--- config.mk ---
export PLATFORM = sky130hd
export DESIGN_NAME = alu_issue_scheduler_flat
export DESIGN_NICKNAME = d
export VERILOG_FILES = /design/src/rtl/alu_issue_scheduler_if.sv /design/src/rtl/alu_issue_scheduler.sv /design/src/flat_wrapper.sv
export SDC_FILE = /design/constraint.sdc
export NUM_CORES = 1
export LEC_CHECK = 0
export BUFFER_PORTS_ARGS = -buffer_cell sky130_fd_sc_hd__buf_4
export CAP_MARGIN = 20
export CORE_MARGIN = 8
export CORE_UTILIZATION = 30
export DETAILED_ROUTE_END_ITERATION = 12
export RECOVER_POWER = 50
export REMOVE_ABC_BUFFERS = 1
export SLEW_MARGIN = 40
export SYNTH_ARGS = -nofsm -noshare
export SYNTH_HDL_FRONTEND = slang
export SYNTH_SLANG_ARGS = --single-unit
--- constraint.sdc ---
create_clock -name clk -period 13.69 [get_ports clk]
set_clock_uncertainty 0.05 [all_clocks]
set_input_delay 2.0535 -clock clk [delete_from_list [all_inputs] [get_ports clk]]
set_output_delay 2.0535 -clock clk [all_outputs]
set_load 0.01 [all_outputs]
--- src/rtl/alu_issue_scheduler_if.sv ---
// rtl/alu_issue_scheduler_if.sv - scheduler handshake bundle: RS requests, ALU control, CDB writeback
interface alu_issue_scheduler_if #(
  parameter int N_ENTRIES = 16,
  parameter int IDX_W     = 4
);
  logic                 rdy;
  logic                 flush;
  logic [N_ENTRIES-1:0] req_ready;
  logic                 grant_valid;
  logic [IDX_W-1:0]     grant_idx;
  logic                 alu_start;
  logic                 alu_done;
  logic [31:0]          alu_result;
  logic                 wb_valid;
  logic [IDX_W-1:0]     wb_idx;
  logic [31:0]          wb_result;
  logic                 cdb_ack;
  logic [31:0]          issue_count;

  modport master (
    input  rdy, flush, req_ready, alu_done, alu_result, cdb_ack,
    output grant_valid, grant_idx, alu_start, wb_valid, wb_idx, wb_result, issue_count
  );

  modport slave (
    output rdy, flush, req_ready, alu_done, alu_result, cdb_ack,
    input  grant_valid, grant_idx, alu_start, wb_valid, wb_idx, wb_result, issue_count
  );
endinterface

--- src/rtl/alu_issue_scheduler.sv ---
// rtl/alu_issue_scheduler.sv - round-robin issue of RS entries to the shared ALU with CDB hold and flush drain
module alu_issue_scheduler #(
  parameter int N_ENTRIES = 16,
  parameter int IDX_W     = 4
) (
  input logic                   clk,
  input logic                   rst,
  alu_issue_scheduler_if.master bus
);
  typedef enum logic [1:0] {IDLE, BUSY, HOLD, DRAIN} state_t;

  state_t           state;
  logic [IDX_W-1:0] rr_ptr;
  logic [IDX_W-1:0] cur_idx;
  logic [IDX_W-1:0] sel;
  logic             any;
  logic             do_issue;

  // Scan starts at rr_ptr so the last-issued entry gets lowest priority.
  always_comb begin
    logic [IDX_W-1:0] idx;
    logic             found;
    sel   = '0;
    idx   = '0;
    found = 1'b0;
    for (int i = 0; i < N_ENTRIES; i++) begin
      idx = rr_ptr + IDX_W'(i);
      if (!found && bus.req_ready[idx]) begin
        sel   = idx;
        found = 1'b1;
      end
    end
  end

  assign any      = |bus.req_ready;
  assign do_issue = bus.rdy && !bus.flush && any &&
                    ((state == IDLE) || (state == HOLD && bus.cdb_ack));

  always_ff @(posedge clk) begin
    if (rst) begin
      state           <= IDLE;
      rr_ptr          <= '0;
      cur_idx         <= '0;
      bus.grant_valid <= 1'b0;
      bus.grant_idx   <= '0;
      bus.alu_start   <= 1'b0;
      bus.wb_valid    <= 1'b0;
      bus.wb_idx      <= '0;
      bus.wb_result   <= '0;
      bus.issue_count <= '0;
    end else if (bus.rdy) begin
      bus.grant_valid <= 1'b0;
      bus.alu_start   <= 1'b0;
      if (bus.flush) begin
        bus.wb_valid <= 1'b0;
        case (state)
          IDLE: state <= IDLE;
          BUSY: begin
            bus.issue_count <= bus.issue_count - 32'd1;
            state           <= bus.alu_done ? IDLE : DRAIN;
          end
          HOLD: begin
            bus.issue_count <= bus.issue_count - 32'd1;
            state           <= IDLE;
          end
          DRAIN: state <= bus.alu_done ? IDLE : DRAIN;
          default: state <= IDLE;
        endcase
      end else begin
        case (state)
          IDLE: ;
          BUSY: begin
            if (bus.alu_done) begin
              bus.wb_valid  <= 1'b1;
              bus.wb_idx    <= cur_idx;
              bus.wb_result <= bus.alu_result;
              state         <= HOLD;
            end
          end
          HOLD: begin
            if (bus.cdb_ack) begin
              bus.wb_valid <= 1'b0;
              state        <= IDLE;
            end
          end
          DRAIN: begin
            if (bus.alu_done) state <= IDLE;
          end
          default: state <= IDLE;
        endcase
        // Issue overrides the IDLE next-state chosen above, giving back-to-back ack+grant.
        if (do_issue) begin
          bus.grant_valid <= 1'b1;
          bus.alu_start   <= 1'b1;
          bus.grant_idx   <= sel;
          cur_idx         <= sel;
          rr_ptr          <= sel + IDX_W'(1);
          bus.issue_count <= bus.issue_count + 32'd1;
          state           <= BUSY;
        end
      end
    end
  end
endmodule

--- src/flat_wrapper.sv ---
// flat-port wrapper written by rule: the top's interface ports become plain ports
module alu_issue_scheduler_flat 
#(
  parameter int N_ENTRIES = 16,
  parameter int IDX_W     = 4
)
  (clk, rst, bus_rdy, bus_flush, bus_req_ready, bus_alu_done, bus_alu_result, bus_cdb_ack, bus_grant_valid, bus_grant_idx, bus_alu_start, bus_wb_valid, bus_wb_idx, bus_wb_result, bus_issue_count);
  alu_issue_scheduler_if #(.N_ENTRIES(N_ENTRIES), .IDX_W(IDX_W)) bus_i ();
  input logic clk;
  input logic rst;
  input wire logic [$bits(bus_i.rdy)-1:0] bus_rdy;
  input wire logic [$bits(bus_i.flush)-1:0] bus_flush;
  input wire logic [$bits(bus_i.req_ready)-1:0] bus_req_ready;
  input wire logic [$bits(bus_i.alu_done)-1:0] bus_alu_done;
  input wire logic [$bits(bus_i.alu_result)-1:0] bus_alu_result;
  input wire logic [$bits(bus_i.cdb_ack)-1:0] bus_cdb_ack;
  output wire logic [$bits(bus_i.grant_valid)-1:0] bus_grant_valid;
  output wire logic [$bits(bus_i.grant_idx)-1:0] bus_grant_idx;
  output wire logic [$bits(bus_i.alu_start)-1:0] bus_alu_start;
  output wire logic [$bits(bus_i.wb_valid)-1:0] bus_wb_valid;
  output wire logic [$bits(bus_i.wb_idx)-1:0] bus_wb_idx;
  output wire logic [$bits(bus_i.wb_result)-1:0] bus_wb_result;
  output wire logic [$bits(bus_i.issue_count)-1:0] bus_issue_count;
  assign bus_i.rdy = bus_rdy;
  assign bus_i.flush = bus_flush;
  assign bus_i.req_ready = bus_req_ready;
  assign bus_i.alu_done = bus_alu_done;
  assign bus_i.alu_result = bus_alu_result;
  assign bus_i.cdb_ack = bus_cdb_ack;
  assign bus_grant_valid = bus_i.grant_valid;
  assign bus_grant_idx = bus_i.grant_idx;
  assign bus_alu_start = bus_i.alu_start;
  assign bus_wb_valid = bus_i.wb_valid;
  assign bus_wb_idx = bus_i.wb_idx;
  assign bus_wb_result = bus_i.wb_result;
  assign bus_issue_count = bus_i.issue_count;
  alu_issue_scheduler #(.N_ENTRIES(N_ENTRIES), .IDX_W(IDX_W)) u_core (.clk(clk), .rst(rst), .bus(bus_i));
endmodule
==> reports/metrics.cfg, run 1 <==
[floorplanning]
coreArea_sq_um=22640
row_count=55
initial_utilization_pct=30.58
io_pins=129
die-area_sq_um=28190
die_y_um=167.9
dieWidth_um=167.9

[detailed_routing]
drt-vias-per-instance=5.427
drt_iter0_markers=458
postRouteAntennaNets=0
vias=6615
post_drt_wl_per_cell_um=16.83
drt_wl_total_mm=20.51
drc_errors=0
firstDrtPassIters=5

[sta]
relSlewSlack_pct=-17.99
finalMaxSlewViolations=39
fin_crit_sh_pct=46.26
min_period_ps=6333
hold_violations=0
rsz0062_at_grt=false
finalSetupViolCount=0
worst_pin_slew_ps=1770
fin_tns_setup_ps=0
fmax_mhz=157.9

[worst_setup_path]
cpPeakStageDelay_ps=1240
end_kind=flop
cp-start-kind=input port
cp.required_ps=13920
cp_slowest_cell=clkbuf_1
path_cells=clkbuf_1 -> inv_1 -> fa_1 -> nor2b_1 -> o21a_1 -> o21ai_0 -> a21oi_1 -> o211ai_1 -> o311ai_0 -> a41o_1 -> a31oi_1 -> or4_1 -> nand3_1
regToRegSetupSlack_ps=8590
path_class=input port to flop
crit_path_max_fanout=38
arrival_ps=6560

[cts]
cts_max_level=3
clock-sinks=80
clk_pin_slew_ps=60
clock_latency_ps=340
cts_tree=done
root_buffer=clkbuf_16
cts_hold_buf=0
post-cts-setup-buffer-count=0
cts_buffer_depth=2
cts_buffers=9
ctsResizeCount=0

[placed_design]
numPortBuffers=128
dp_hpwl_mm=14.66
gp_congestion=0.8401
placed_area_sq_um=8117

[run]
cap_violations=1

[global_routing]
grt_pass1_wl_mm=33.19
grt.overflow.total=0
grt_pass1_vias=6380
grt_max_degree=86
antenna_found_initial=1
grt_usage_pct=14.06

[power]
ir_drop_mv=0.05158
power_density_nw_per_um2=141.6
p_leak_nw=3.069

[synth]
yosys_register_bits=80
yosysSeqAreaShare_pct=23.13
synthDistinctLibCells=79
ys.flop_type=dfxtp_1
async_flop_share_pct=0
synth_edf_count=0
yosys_warnings=0
syn_area_sq_um=6923
avgSynthCellArea_sq_um=8.422
synth_cells=822

[final_layout]
drive_above_1_share_pct=14.58
fillCellCount=2385
fin_area_sq_um=8125
syn_to_final_growth_pct=17.37
post-route-util_pct=35.89
regArea_sq_um=1604
final_net_count=1027
multi_input_area_sq_um=5054

[outcome]
outcome=finished with violations
violations=max-capacitance violations, max-slew violations

[min_path]
hold_path.class=flop to flop

final cells by class:
cell class | count | share of cell area, %
tap | 285 | 4.389
sequential | 80 | 19.74
clock buffer | 12 | 2.910
timing repair buffer | 134 | 8.916
antenna | 1 | 0.03080
inverter | 25 | 1.155
clock inverter | 4 | 0.6621
multi-input combinational | 678 | 62.20
per-stage QoR:
step	power [mW]	hold slack [ps]	worst slack, ps	instances
after detailed placement	0.9170	397.6	8160	1202
after global placement	0.9162	391.9	8252	1202
final	1.150	402.2	7357	1219
after floorplan	0.7452	424.5	8635	783
after global routing	1.232	422.7	6719	1219
after CTS	1.166	406.2	8484	1218
final timing paths:
path / start / endpoint / cells after the start
hold / removal: u_core.bus.wb_result[5] / u_core.bus.wb_result[5] / 2
setup reg to reg: u_core.rr_ptr[0] / u_core.rr_ptr[1] / 13
hold reg to reg: u_core.bus.wb_result[5] / u_core.bus.wb_result[5] / 2
setup / recovery: bus_flush / u_core.bus.issue_count[30] / 13
logic make-up (layout without fill, tap and decap cells):
logic type,Yosys count,count (layout),share of synthesized area (%)
flops,80,80,23.13
buf+inv,64,175,3.940
compound gates,219,219,19.56
other cells,0,1,0
simple gates,304,304,21.25
mux,77,77,19.70
xor+xnor,33,33,4.175
fa+ha+maj,45,45,8.242
power breakdown:
part | switching [mW] | internal, mW
clock | 0.0994 | 0.142
sequential | 0.0167 | 0.251
combinational | 0.372 | 0.269
total | 0.488 | 0.662
cells in the mapped netlist, drive strengths merged (4+ instances only):
master / instances / area, sq um
and2: 6 / 37.54
nand3b: 6 / 45.04
nor4b: 4 / 47.55
ha: 44 / 550.5
or3: 7 / 43.79
xnor2: 21 / 183.9
nor2: 57 / 214.0
o21bai: 5 / 37.54
o22ai: 4 / 25.02
o211ai: 5 / 37.54
nand2: 143 / 536.8
nor3b: 4 / 35.03
nand4: 8 / 62.56
mux2: 10 / 112.6
mux4: 44 / 1017
nand2b: 7 / 43.79
xor2: 12 / 105.1
mux2i: 23 / 234.0
nor2b: 9 / 56.30
o21ai: 40 / 200.2
nor3: 18 / 90.09
buf: 10 / 68.82
inv: 25 / 93.84
nor4: 7 / 65.06
dfxtp: 80 / 1602
a21oi: 93 / 465.5
a211oi: 8 / 60.06
nand3: 13 / 70.07
o31ai: 4 / 30.03
o21a: 7 / 52.55
a21o: 17 / 128.9
clkbuf: 29 / 110.1
per-layer routing:
metal / up-vias / share of wire, % / GRT usage, %
li1: 3253 / - / -
met1: 3128 / 45 / 17.84
met2: 199 / 47 / 23.36
met3: 35 / 6.1 / 3.508
met4: 0 / 2.0 / 3.804
met5: - / 0 / 0
worst max-delay path: cells and delay by family:
kind,cells,cell delay [ps]
buffers and inverters,2,1620
AND/OR/NAND/NOR,3,640
AO/OA/AOI/OAI,7,1720
adder cells (fa/ha/maj),1,510
cells in the final DEF (no fill, tap or decap), types with 4 or more instances in the layout:
cell and n:
clkbuf_1 79, xor2_1 12, mux2i_1 22, or3_1 7
a211oi_1 8, mux4_2 37, o211ai_1 5, o22ai_1 4
xnor2_1 21, nor2_1 56, nand2_1 142, nor4_1 5
ha_1 44, nor3_1 18, mux2_2 10, and2_1 5
dfxtp_1 78, nor2b_1 9, a21o_1 16, a21oi_1 93
o21a_1 7, o21bai_1 5, nand3b_1 6, nand2b_1 7
mux4_1 7, o31ai_1 4, nand4_1 6, buf_4 57
inv_1 25, o21ai_0 38, clkbuf_16 9, nand3_1 12
state kept, by name, summed over array words and instances, names as in the netlist:
register and count:
u_core.state 2, u_core.rr_ptr 4, u_core.bus.issue_count 32, u_core.bus.grant_valid 1, u_core.bus.wb_idx 4, u_core.bus.wb_valid 1
u_core.bus.wb_result 32, u_core.cur_idx 4
Power figures use the tool's default switching activity.
==> inputs of run 2 (changes only) <==
Clock period 13.69 ns to 6.05 ns, I/O delays scaled along.
==> run 2 against run 1 <==
Compared with the run above:
- the run now ends clean
- global-route usage about the same
- register-to-register slack got worse by 7000 ps
- first-iteration DRC count decreased by 3.5%
- critical path depth decreased by 1
- clock power increased by 130%
- die area unchanged
- cell count unchanged
- combinational power increased by 130%
- final area increased by 0.22%
- hold slack improved by 1.3 ps
- critical endpoint is now u_core.rr_ptr[2]
- largest cell class unchanged
- highest routed layer unchanged
==> reports/metrics.cfg, run 2 (synthesis results as in run 1) <==
[outcome]
outcome=finished, final reports clean

[sta]
finalMaxSlewViolations=0
fin_tns_setup_ps=0
fin_crit_sh_pct=73.96
hold_violations=0
min_period_ps=4474
worst_pin_slew_ps=783.2
relSlewSlack_pct=47.41
fmax_mhz=223.5
finalSetupViolCount=0
rsz0062_at_grt=false

[final_layout]
final_common_cell=nand2_1
regArea_sq_um=1603
syn_to_final_growth_pct=17.62
diodes=0
fillCellCount=2351
drive_above_1_share_pct=14.78
fin_area_sq_um=8143
top_regs=u_core.bus.issue_count x32, u_core.bus.wb_result x32
multi_input_area_sq_um=5054
final_cell_mix=nand2_1, a21oi_1, dfxtp_1, clkbuf_1, buf_4
final_net_count=1028

[power]
ir_drop_mv=0.1199
power_density_nw_per_um2=320.7
p_leak_nw=3.083

[worst_setup_path]
reg2reg_depth=12
r2r-end=u_core.rr_ptr[2]
arrival_ps=4670
cp-start-kind=flop
regToRegSetupSlack_ps=1580
reg2reg_from=u_core.rr_ptr[1]
path_class=flop to flop
end_kind=flop
crit_path_max_fanout=11
cp.required_ps=6240

[global_routing]
grt_pass1_vias=6281
grt.overflow.total=0
antenna_found_initial=0
grt_max_degree=86
grt_pass1_wl_mm=33.13
grt_usage_pct=14.05

[detailed_routing]
drt-vias-per-instance=5.375
firstDrtPassIters=5
drt_wl_total_mm=20.67
postRouteAntennaNets=0
drc_errors=0
drt_iter0_markers=442
vias=6552
post_drt_wl_per_cell_um=16.96

[min_path]
worstHoldPathCells=2
hold_end=u_core.bus.wb_result[21]
holdCritStartpoint=u_core.bus.wb_result[21]
hold_path.class=flop to flop

[placed_design]
numPortBuffers=128
gp_congestion=0.8960
placed_area_sq_um=8124
dp_hpwl_mm=14.72

[cts]
cts_buffers=9
root_buffer=clkbuf_16
clk_pin_slew_ps=60
cts_tree=done
ctsResizeCount=0
cts_hold_buf=0
post-cts-setup-buffer-count=0
cts_max_level=3
clock_latency_ps=340
clock-sinks=80
cts_buffer_depth=2

[floorplanning]
coreArea_sq_um=22640
row_count=55
die-area_sq_um=28190
die_y_um=167.9
io_pins=129
dieWidth_um=167.9
initial_utilization_pct=30.58

[run]
cap_violations=0

run 2: changes by cell type in the layout (fill, tap and decap cells not counted), sizes merged:
cell,change
buf,+2
clkinv,+1
inv,-1
clkbuf,-1
diode,-1
run 2: layout make-up:
type                    instances  share of cell area (%)
inverters                      25                   1.152
repair buffers                135                   9.035
multi-input cells             678                   62.06
flip-flops and latches         80                   19.68
clock buffers                  12                   3.027
well taps                     285                   4.379
clock inverters                 4                  0.6607
run 2: worst max path at each step:
stage                          start                    endpoint  slack, ps  depth (start not counted)
floorplan           u_core.rr_ptr[0]            u_core.rr_ptr[2]        990                         13
global placement           bus_flush  u_core.bus.issue_count[30]       1540                         13
detailed placement         bus_flush  u_core.bus.issue_count[30]       1540                         13
CTS                 u_core.rr_ptr[2]            u_core.rr_ptr[2]       1600                         12
global route        u_core.rr_ptr[2]            u_core.rr_ptr[2]       1240                         14
finish              u_core.rr_ptr[1]            u_core.rr_ptr[2]       1580                         12
run 2: per-stage QoR:
| stage | power (mW) | setup WS [ps] | std cells | utilization (%) | hold slack (ps) |
|---|---|---|---|---|---|
| after floorplan | 1.686 | 994.6 | 783 | - | 424.5 |
| after global placement | 2.069 | 1539 | 1203 | 35.86 | 392.9 |
| after detailed placement | 2.067 | 1539 | 1203 | 35.88 | 397.0 |
| after CTS | 2.649 | 1603 | 1219 | 37.21 | 405.7 |
| after global routing | 2.798 | 1239 | 1219 | 35.97 | 419.7 |
| final | 2.611 | 1576 | 1219 | 35.97 | 403.5 |
run 2: power by group:
| group | internal (mW) | switching [mW] | leakage, nW |
|---|---|---|---|
| clock network | 0.332 | 0.229 | 0.139 |
| logic | 0.609 | 0.839 | 2.29 |
| registers | 0.569 | 0.0330 | 0.651 |
run 2: layer usage:
metal / global-route usage (%) / vias up / wire (um)
met5: 0 / - / 0
met4: 4.736 / 0 / 368
met3: 3.321 / 34 / 1284
met2: 22.84 / 203 / 9729
met1: 17.99 / 3066 / 9287
li1: - / 3249 / -
run 2: critical path: stages (launching register included):
cell and delay, ps:
dfxtp_1 320, inv_1 140, ha_1 650, mux4_2 610
mux2i_1 460, mux2i_1 280, nor4_4 490, nand4_2 260
nor4b_2 350, o22a_1 310, ha_1 190, xor2_1 70
a21o_1 170
